File: src/rtl/id_ex_pipe_stage.sv
// ID->EX pipeline register: valid/ready + stall, optional 2-entry skid (registered ready), flush with bubble value.
// Latency 1 cycle in->out; backpressure via in_ready_o (registered when SKID=1, combinational when SKID=0).
module id_ex_pipe_stage #(
  parameter int                DATA_W    = 112,
  parameter logic [DATA_W-1:0] FLUSH_VAL = {DATA_W{1'b0}},
  parameter int                SKID      = 1,
  parameter int                CNT_W     = 16
) (
  input  logic              clk,
  input  logic              rst,
  input  logic              in_valid_i,
  output logic              in_ready_o,
  input  logic [DATA_W-1:0] in_data_i,
  output logic              out_valid_o,
  input  logic              out_ready_i,
  output logic [DATA_W-1:0] out_data_o,
  input  logic              stall_i,
  input  logic              flush_i,
  output logic [1:0]        occupancy_o,
  output logic [CNT_W-1:0]  flush_cnt_o
);

  typedef enum logic [1:0] {
    EMPTY = 2'd0,
    ONE   = 2'd1,
    TWO   = 2'd2
  } state_t;

  state_t            state_q, state_d;
  logic [DATA_W-1:0] main_q, main_d;
  logic [DATA_W-1:0] skid_q, skid_d;
  logic [CNT_W-1:0]  flush_cnt_q;
  logic              take, put;

  assign out_valid_o = (state_q != EMPTY);
  assign out_data_o  = main_q;
  assign occupancy_o = state_q;
  assign flush_cnt_o = flush_cnt_q;

  assign take = out_valid_o & out_ready_i & ~stall_i;
  assign put  = in_valid_i & in_ready_o & ~flush_i;

  always_comb begin
    state_d = state_q;
    main_d  = main_q;
    skid_d  = skid_q;
    if (flush_i) begin
      state_d = EMPTY;
      main_d  = FLUSH_VAL;
      skid_d  = FLUSH_VAL;
    end else begin
      case (state_q)
        EMPTY: begin
          if (put) begin
            state_d = ONE;
            main_d  = in_data_i;
          end
        end
        ONE: begin
          if (put && take) begin
            main_d = in_data_i;
          end else if (put && (SKID != 0)) begin
            state_d = TWO;
            skid_d  = in_data_i;
          end else if (take) begin
            state_d = EMPTY;
            main_d  = FLUSH_VAL;
          end
        end
        TWO: begin
          if (take) begin
            state_d = ONE;
            main_d  = skid_q;
            skid_d  = FLUSH_VAL;
          end
        end
        default: begin
          state_d = EMPTY;
          main_d  = FLUSH_VAL;
          skid_d  = FLUSH_VAL;
        end
      endcase
    end
  end

  always_ff @(posedge clk) begin
    if (rst) begin
      state_q <= EMPTY;
      main_q  <= FLUSH_VAL;
      skid_q  <= FLUSH_VAL;
    end else begin
      state_q <= state_d;
      main_q  <= main_d;
      skid_q  <= skid_d;
    end
  end

  // Counts only flushes that actually killed something; sticks at all-ones.
  always_ff @(posedge clk) begin
    if (rst) begin
      flush_cnt_q <= '0;
    end else if (flush_i && (state_q != EMPTY) && (flush_cnt_q != {CNT_W{1'b1}})) begin
      flush_cnt_q <= flush_cnt_q + 1'b1;
    end
  end

  if (SKID != 0) begin : g_skid
    logic rdy_q;
    always_ff @(posedge clk) begin
      if (rst) rdy_q <= 1'b1;
      else     rdy_q <= (state_d != TWO);
    end
    assign in_ready_o = rdy_q;
  end else begin : g_noskid
    assign in_ready_o = ~out_valid_o | (out_ready_i & ~stall_i);
  end

endmodule

File: config.mk
export PLATFORM = sky130hd
export DESIGN_NAME = id_ex_pipe_stage
export DESIGN_NICKNAME = d
export VERILOG_FILES = /design/src/rtl/id_ex_pipe_stage.sv
export SDC_FILE = /design/constraint.sdc
export NUM_CORES = 1
export LEC_CHECK = 0
export CORE_AREA = 2 2 152 154
export CTS_BUF_LIST = sky130_fd_sc_hd__clkbuf_8 sky130_fd_sc_hd__clkbuf_16
export DETAILED_ROUTE_END_ITERATION = 10
export DIE_AREA = 0 0 154 156
export PLACE_DENSITY = 0.75
export SYNTH_ARGS = -nofsm -noshare
export SYNTH_HDL_FRONTEND = slang
export SYNTH_SLANG_ARGS = --single-unit
File: constraint.sdc
create_clock -name clk -period 1.9 [get_ports clk]
set_clock_uncertainty 0.1 [all_clocks]
set_input_delay 0.57 -clock clk [delete_from_list [all_inputs] [get_ports clk]]
set_output_delay 0.57 -clock clk [all_outputs]
set_load 0.03 [all_outputs]
# Word level (Yosys, flattened, before mapping)
# Cells that the tools add are included.
# word_totals
register_bits	243
input_bits	118
out_inout_bits	132
elab_cells	46
# classes
add_sub_neg	1
n_eq_ne	10
n_mux	15
bitwise	7
reduce_logical	8
# ops
operator	n
112-bit two-way mux	6
112-bit one-hot mux with 3 select lines	2
16-bit by 1-bit adder with 16-bit output, second input constant	1
16-bit inequality test, second input constant	1
2-bit two-way mux	6
2-bit inequality test, second input constant	5
4-bit AND reduction	2
3-bit inequality test, second input constant	2
2-bit one-hot mux with 3 select lines	1
1-bit AND	4
1-bit logical AND	3
1-bit inverter	3
2-bit by 1-bit == test with 1-bit output, second input constant	1
2-bit == test, second input constant	1
2-bit zero test	1
2-bit nonzero test	1
2-bit OR reduction	1

# Depth between registers and ports, before layout
# Gate-level depths: netlist of the first run.
# depth
ltp_word	9
mapped_depth	7
depth_no_buf	5

# Worst setup path before layout of the first run
# Ideal clock, no wire load.
# synth_path
path_kind	input -> register
from	input rst
to	register main_q[0] (netlist: out_data_o[0])
setup_ns	0.058
arrival_time_ns	1.918
required_time_ns	1.742
setup_slack_ns	-0.176
path_stages	7
path_buffers	3
cell_sequence	buf_2 -> or2_4 -> a2111oi_4 -> buf_4 -> buf_2 -> a22o_1 -> a21o_1
# synth_via
elab_chain_cells	1
# synth_lines
element	line	source
start, declared	10	input logic rst,
2-bit OR reduction (no source line)	-	
end signal, assigned	93	main_q <= main_d;
end, declared	30	logic [DATA_W-1:0] main_q, main_d;
# Every way passes these cells.
# A chain may end at the register's enable or synchronous reset.

# Worst setup path in the final report of the first run
# layout_path
from	register flush_cnt_q[0] (netlist: flush_cnt_o[0])
to	register flush_cnt_q[14] (netlist: flush_cnt_o[14])
# layout_via
elab_chain_cells	2
word_cells_on_any_way	3
classes_between	add/sub (1); eq/ne (1); reduce/logical (1)
# layout_lines
element	line	source
start, declared	32	logic [CNT_W-1:0] flush_cnt_q;
start signal, assigned	103	flush_cnt_q <= flush_cnt_q + 1'b1;
parallel branches: the longest is 2 deep, another holds 16-bit by 1-bit adder with 16-bit output	-	
# Parallel ways; which one is timed is not known.

==> summary.md, run 1 <==
| Metric | Value |
|---|---|
| Via count | 8343 |
| Routed WL | approximately 28000 µm |
| Synthesized area | just under 10000 µm² |
| Share of cells above drive strength 1 | 22.21% |
| Hold path startpoint | out_data_o[82] |
| Starting density of the core | 43.13% |
| Dpl ws | -654.1 ps |
| Setup slack, reg-to-reg | -2 ps |
| R2R cell count | 5 |
| Drt pass-1 iters | 5 |
| Post-synth EDFFs | 0 |
| Wire per inst | 17.61 µm |
| Min-Delay Path Class | reg -> reg |
| Area leader, netlist | dfxtp_1 |
| PortBufs | 249 |
| Global-route wire length before repair | 42990 µm |
| Initial antenna violation count | 0 |
| Routability cong. | 0.7908 |
| Final min period | 1902 ps |
| WHS | 347.3 ps |
| Remaining global-route overflow | 0 |
| CTS tree | done |
| Top cells by count, synth | dfxtp_1 (243), nand2_1 (230), mux2i_1 (113) |
| WS Path Type | reg -> reg |
| Final period util | 100.1% |
| Clock Latency Late Sink | 520 ps |
| Failing checks | negative setup slack |
| Share of the synthesized area in the top cell type | 50.43% |
| Setup TNS | -2.181 ps |
| Worst slew pin tran | 321.6 ps |
| Clock Path Buffers | 3 |
| Seq cells post-synth | roughly 240 |
| Post-route setup slack | -2.181 ps |
| Core footprint | around 22000 µm² |
| Run status | finished, violations left |
| Post-route ant nets | 0 |
| Cells after synthesis | roughly 980 |
| CP max stage delay | 560 ps |
| Hold Path End | out_data_o[82] |
| RSZ-0062 raised after global routing | true |
| Achievable Freq | 525.7 MHz |
| Vias/cell | 5.321 |
| Peak VDD IR | approximately 700 µV |
| Dominant cells by area after synthesis | dfxtp_1 (50%), mux2i_1 (12%), a22o_1 (10%) |
| Synth cell types | 39 |
| Multi-input logic area | 4508 µm² |
| Post-synth ARST share | 0% |
| Post-Syn Nets | 1103 |
| Gr usage total | 21.70% |
| Leak | 6.096 nW |
| Die width | about 150 µm |
| Hold Fails Final Rpt | 0 |
| Max-Cap Viols | 0 |
| Crit. End Element | flop |
| RR Startpoint | flush_cnt_o[0] |
| Fin nets | between 1000 and 1500 |
| Slowest-stage cell, CP | or4_4 |
| Crit path required time | between 2000 and 2500 ps |
| Final setup viols | 1 |
| Number of CTS-inserted buffers | 26 |
| Crit Path Max Fanout | 6 |
| Startpoint types | flop |
| # fillers | 1775 |
| Worst EP arrival | 2250 ps |
| Top-level port count | 250 |
| P&R area growth vs syn | 47.82% |
| DRC Markers | 0 |
| DPL Wire Length | 17660 µm |
| Post-CTS Hold Fix Bufs | 0 |
| Clk slew on worst S/H paths | 60 ps |
| Post-synth top flop | dfxtp_1 |
| Cell with the most instances after synthesis | dfxtp_1 |
| Initial DRC count | 332 |
| Diodes inserted | 0 |
| PwrDens | 816.6 nW/µm² |
| Die area | between 20000 and 25000 µm² |
| Count of final max-slew check failures | 0 |
| Headroom to the max-slew limit | 78.37% |
| Clock Root Buffer | clkbuf_16 |
| DIE HEIGHT | 156 µm |
| Syn Area/Cell | 9.804 µm² |
| Vias in the first global route | 8261 |
| Htree depth | 1 |
| Rows | 55 |
| Synth Warn # | 0 |
| CP cell instances | ha_4 -> nand4_1 -> or4_4 -> or3_4 -> a21oi_2 |
| Cell depth of the worst min-delay path | 1 |
| CTS sink cnt | 243 |
| Maximum number of pins on one net before global-route repair | 59 |
| Register area | 4883 µm² |
| Post-synthesis sequential area ratio | 50.43% |
| Worst R2R End | flush_cnt_o[14] |
routing by layer:
metal | vias up | share of wire (%) | global-route usage, %
li1 | 4048 | - | -
met1 | 3987 | 43 | 26.96
met2 | 268 | 48 | 38.29
met3 | 40 | 6.4 | 4.583
met4 | 0 | 2.2 | 5.741
met5 | - | 0 | 0
flip-flops by register name, summed over array words and instances, names as in the netlist:
name and count:
out_data_o 112, skid_q 112, flush_cnt_o 16, occupancy_o 2, in_ready_o 1
worst max-delay path: cells and delay by family, from the launching register on:
| family | cells | cell delay, ps |
|---|---|---|
| AOI/OAI and AO/OA | 1 | 120 |
| adders and majority gates | 1 | 140 |
| and+or+nand+nor | 3 | 1070 |
| DFF | 1 | 390 |
per-stage QoR:
stage / utilization, % / total power, mW / std cells / instance area [µm²]
floorplan: - / 5.708 / 984 / 9822
global placement: 58.16 / 6.259 / 1506 / 13010
detailed placement: 58.16 / 6.262 / 1506 / 13010
CTS: 63.69 / 11.73 / 1564 / 14240
global route: 63.76 / 12.04 / 1568 / 14260
finish: 63.76 / 11.65 / 1568 / 14260
power by group:
| part | internal [mW] | switching (mW) | leakage [nW] |
|---|---|---|---|
| registers | 5.15 | 0.0364 | 1.97 |
| clock network | 3.43 | 2.04 | 0.488 |
| logic | 0.515 | 0.474 | 3.64 |
| total | 9.09 | 2.55 | 6.10 |
layout by cell type, fill, tap and decap left out, types with 4 or more instances in the layout:
master           synthesis  routed
buf_4                    1      44
clkdlybuf4s15_2          0      96
bufinv_16                0       4
o31ai_1                  6       6
dfxtp_1                243     232
nand2_1                230     230
nand2b_1                 5       4
buf_16                   0       4
o21ai_0                  9       9
buf_12                   0      25
clkinv_2                 0       4
inv_1                    6      10
a21o_1                 112     112
clkbuf_2                 0       6
clkbuf_8                 0       8
a21oi_1                 15      14
a22o_1                 112     112
or3_1                    5       4
buf_6                    0       5
dlygate4sd2_1            0       4
clkdlybuf4s18_2          0       4
clkbuf_16                0      30
dfxtp_2                  0       9
nand4_1                  7       7
mux2i_1                113     113
buf_2                   37      24
clkdlybuf4s50_1          0     112
or4_1                    7       6
kinds of logic after synthesis:
family          Yosys count  synth area share (%)
simple gates            276                 11.98
compound gates          266                 21.83
flops                   243                 50.43
mux                     114                 11.84
buf+inv                  84                 3.787
fa+ha+maj                 1                0.1297
how the worst max path moves through the flow:
stage | startpoint | endpoint | slack (ps) | cells past startpoint
after detailed placement | flush_i | out_data_o[96] | -650 | 7
after global placement | flush_i | out_data_o[96] | -620 | 7
after floorplan | rst | out_data_o[0] | -20 | 7
after global routing | flush_cnt_o[0] | flush_cnt_o[14] | -60 | 5
final | flush_cnt_o[0] | flush_cnt_o[14] | -2 | 5
after CTS | occupancy_o[1] | out_valid_o | -20 | 2
repair_timing:
item / in CTS / in global routing
buffers inserted: 6 / 1
setup endpoints to repair: 355 / 157
resized for setup: 428 / 56
gates cloned: 4 / 3
pin swaps: 3 / 7
final cells by class:
cell class,count,share of cell area [%]
clock buffer,35,5.510
clock inverter,13,1.149
inverter,6,0.1579
multi-input combinational,657,31.61
sequential,243,34.25
tap,285,2.501
timing repair buffer,329,24.82
Power figures use the tool's default switching activity.
==> run 2, diff against run 1 <==
Settings changed: CTS_BUF_LIST sky130_fd_sc_hd__clkbuf_8 sky130_fd_sc_hd__clkbuf_16 to unset, SLEW_MARGIN set to 10.
==> run 2 against run 1 <==
Net effect: the flow still finishes with violations (negative setup slack); maximum frequency fell by 0.32%; core utilization is the same; sequential power about the same; routed wire length about the same.
==> summary.md, run 2 (synthesis results as in run 1) <==
| Metric | Value |
|---|---|
| Run status | finished, violations left |
| Failing checks | negative setup slack |
| Remaining global-route overflow | 0 |
| Maximum number of pins on one net before global-route repair | 59 |
| Core footprint | approximately 22000 µm² |
| Fin nets | about 1400 |
| Most frequent cells in the layout | dfxtp_1 (232), nand2_1 (230), mux2i_1 (113) |
| Routability cong. | 0.7908 |
| DIE HEIGHT | 156 µm |
| Worst EP arrival | 2260 ps |
| Register area | 4883 µm² |
| Critical Path Source | flush_cnt_o[0] |
| CTS tree | done |
| Final core occ | 63.76% |
| Share of cells above drive strength 1 | about 22% |
| Wire per inst | roughly 18 µm |
| P&R area growth vs syn | 47.82% |
| Die width | ~150 µm |
| Via count | 8344 |
| Crit Path Max Fanout | 6 |
| Die area | between 20000 and 25000 µm² |
| PortBufs | about 250 |
| Commonest non-fill, non-tap cell in the layout | dfxtp_1 |
| Hold Fails Final Rpt | 0 |
| Worst slew pin tran | 321.6 ps |
| Leak | between 6 and 7 nW |
| RR Startpoint | flush_cnt_o[0] |
| Post-route setup slack | -8.290 ps |
| Dpl ws | -654.1 ps |
| Global-route wire length before repair | 42990 µm |
| Achievable Freq | 524.0 MHz |
| WS Path Type | reg -> reg |
| Min-Delay Path Class | reg -> reg |
| Diodes inserted | 0 |
| DPL Wire Length | 17660 µm |
| Final min period | 1908 ps |
| Drt pass-1 iters | 5 |
| Clock Root Buffer | clkbuf_16 |
| Startpoint types | flop |
| Initial DRC count | 347 |
| Starting density of the core | 43.13% |
| Post-route cell area | 14260 µm² |
| RSZ-0062 raised after global routing | true |
| DRC Markers | 0 |
| Crit. End Element | flop |
| Final setup viols | 1 |
| Vias/cell | 5.321 |
| Clk slew on worst S/H paths | about 60 ps |
| Top-level port count | between 200 and 300 |
| Count of final max-slew check failures | 0 |
| Htree depth | 1 |
| Rows | 55 |
| Post-CTS Hold Fix Bufs | 0 |
| # fillers | 1775 |
| Headroom to the max-slew limit | between 70 and 80% |
| Peak VDD IR | around 710 µV |
| Number of CTS-inserted buffers | 26 |
| Pwr Total | 11.67 mW |
| Routed WL | ~28000 µm |
| Post-route ant nets | 0 |
| Crit path required time | 2250 ps |
| Vias in the first global route | just over 8000 |
| Clock Latency Late Sink | between 500 and 600 ps |
| Multi-input logic area | 4508 µm² |
| Final period util | 100.4% |
| CTS sink cnt | 243 |
| Placed Instance Area | 13010 µm² |
| Hold path startpoint | out_data_o[82] |
| Max-Cap Viols | 0 |
| Gr usage total | ~22% |
| Initial antenna violation count | 0 |
| Clock Path Buffers | 3 |
| PwrDens | 818.1 nW/µm² |
[run 2: cell count changes in the layout (fill, tap and decap cells not counted), sizes merged]
cell and change:
clkbuf +4, inv -4
[run 2: per-stage QoR]
| step | instances | setup TNS (ps) | hold slack (ps) |
|---|---|---|---|
| global route | 1568 | -96.66 | 370.2 |
| floorplan | 984 | -1371 | 334.4 |
| CTS | 1564 | -18.27 | 351.5 |
| global placement | 1506 | -132470 | 332.3 |
| detailed placement | 1506 | -140690 | 337.7 |
| finish | 1568 | -8.290 | 347.1 |
[run 2: area by class of cell]
cell class                      instances  area share, %
Sequential cell                       243          34.25
Multi-Input combinational cell        657          31.61
Timing Repair Buffer                  329          24.82
Clock buffer                           39          5.616
Tap cell                              285          2.501
Clock inverter                          9          1.044
Inverter                                6         0.1579
[run 2: final timing paths]
kind / slack [ps] / to / cells after the start
setup reg to reg: -8 / flush_cnt_o[14] / 5
setup / recovery: -8 / flush_cnt_o[14] / 5
hold / removal: 350 / out_data_o[82] / 1
hold reg to reg: 350 / out_data_o[82] / 1
[run 2: repair_timing]
item | 4_1_cts | 5_1_grt
cloned | 4 | 3
buffers inserted | 6 | 1
endpoints found under the setup margin | 355 | 158
pin swaps | 3 | 7
resized for setup | 428 | 56
[run 2: power by group]
group | internal, mW | total [mW] | switching (mW)
Clock | 3.45 | 5.49 | 2.04
Sequential | 5.15 | 5.19 | 0.0364
Combinational | 0.515 | 0.989 | 0.474
Total | 9.12 | 11.7 | 2.55
[run 2: critical path, stage by stage (launching register included)]
cell and delay [ps]:
dfxtp_4 390, ha_4 140, nand4_1 180, or4_4 570, or3_4 340, a21oi_2 120
[run 2: per-layer routing]
layer  track usage [%]  wire length [µm]  vias to the layer above
met5                 0                 0                        -
met4             5.741               593                        0
met3             4.583              1837                       41
met2             38.29             13430                      278
met1             26.96             11730                     3978
li1                  -                 -                     4047
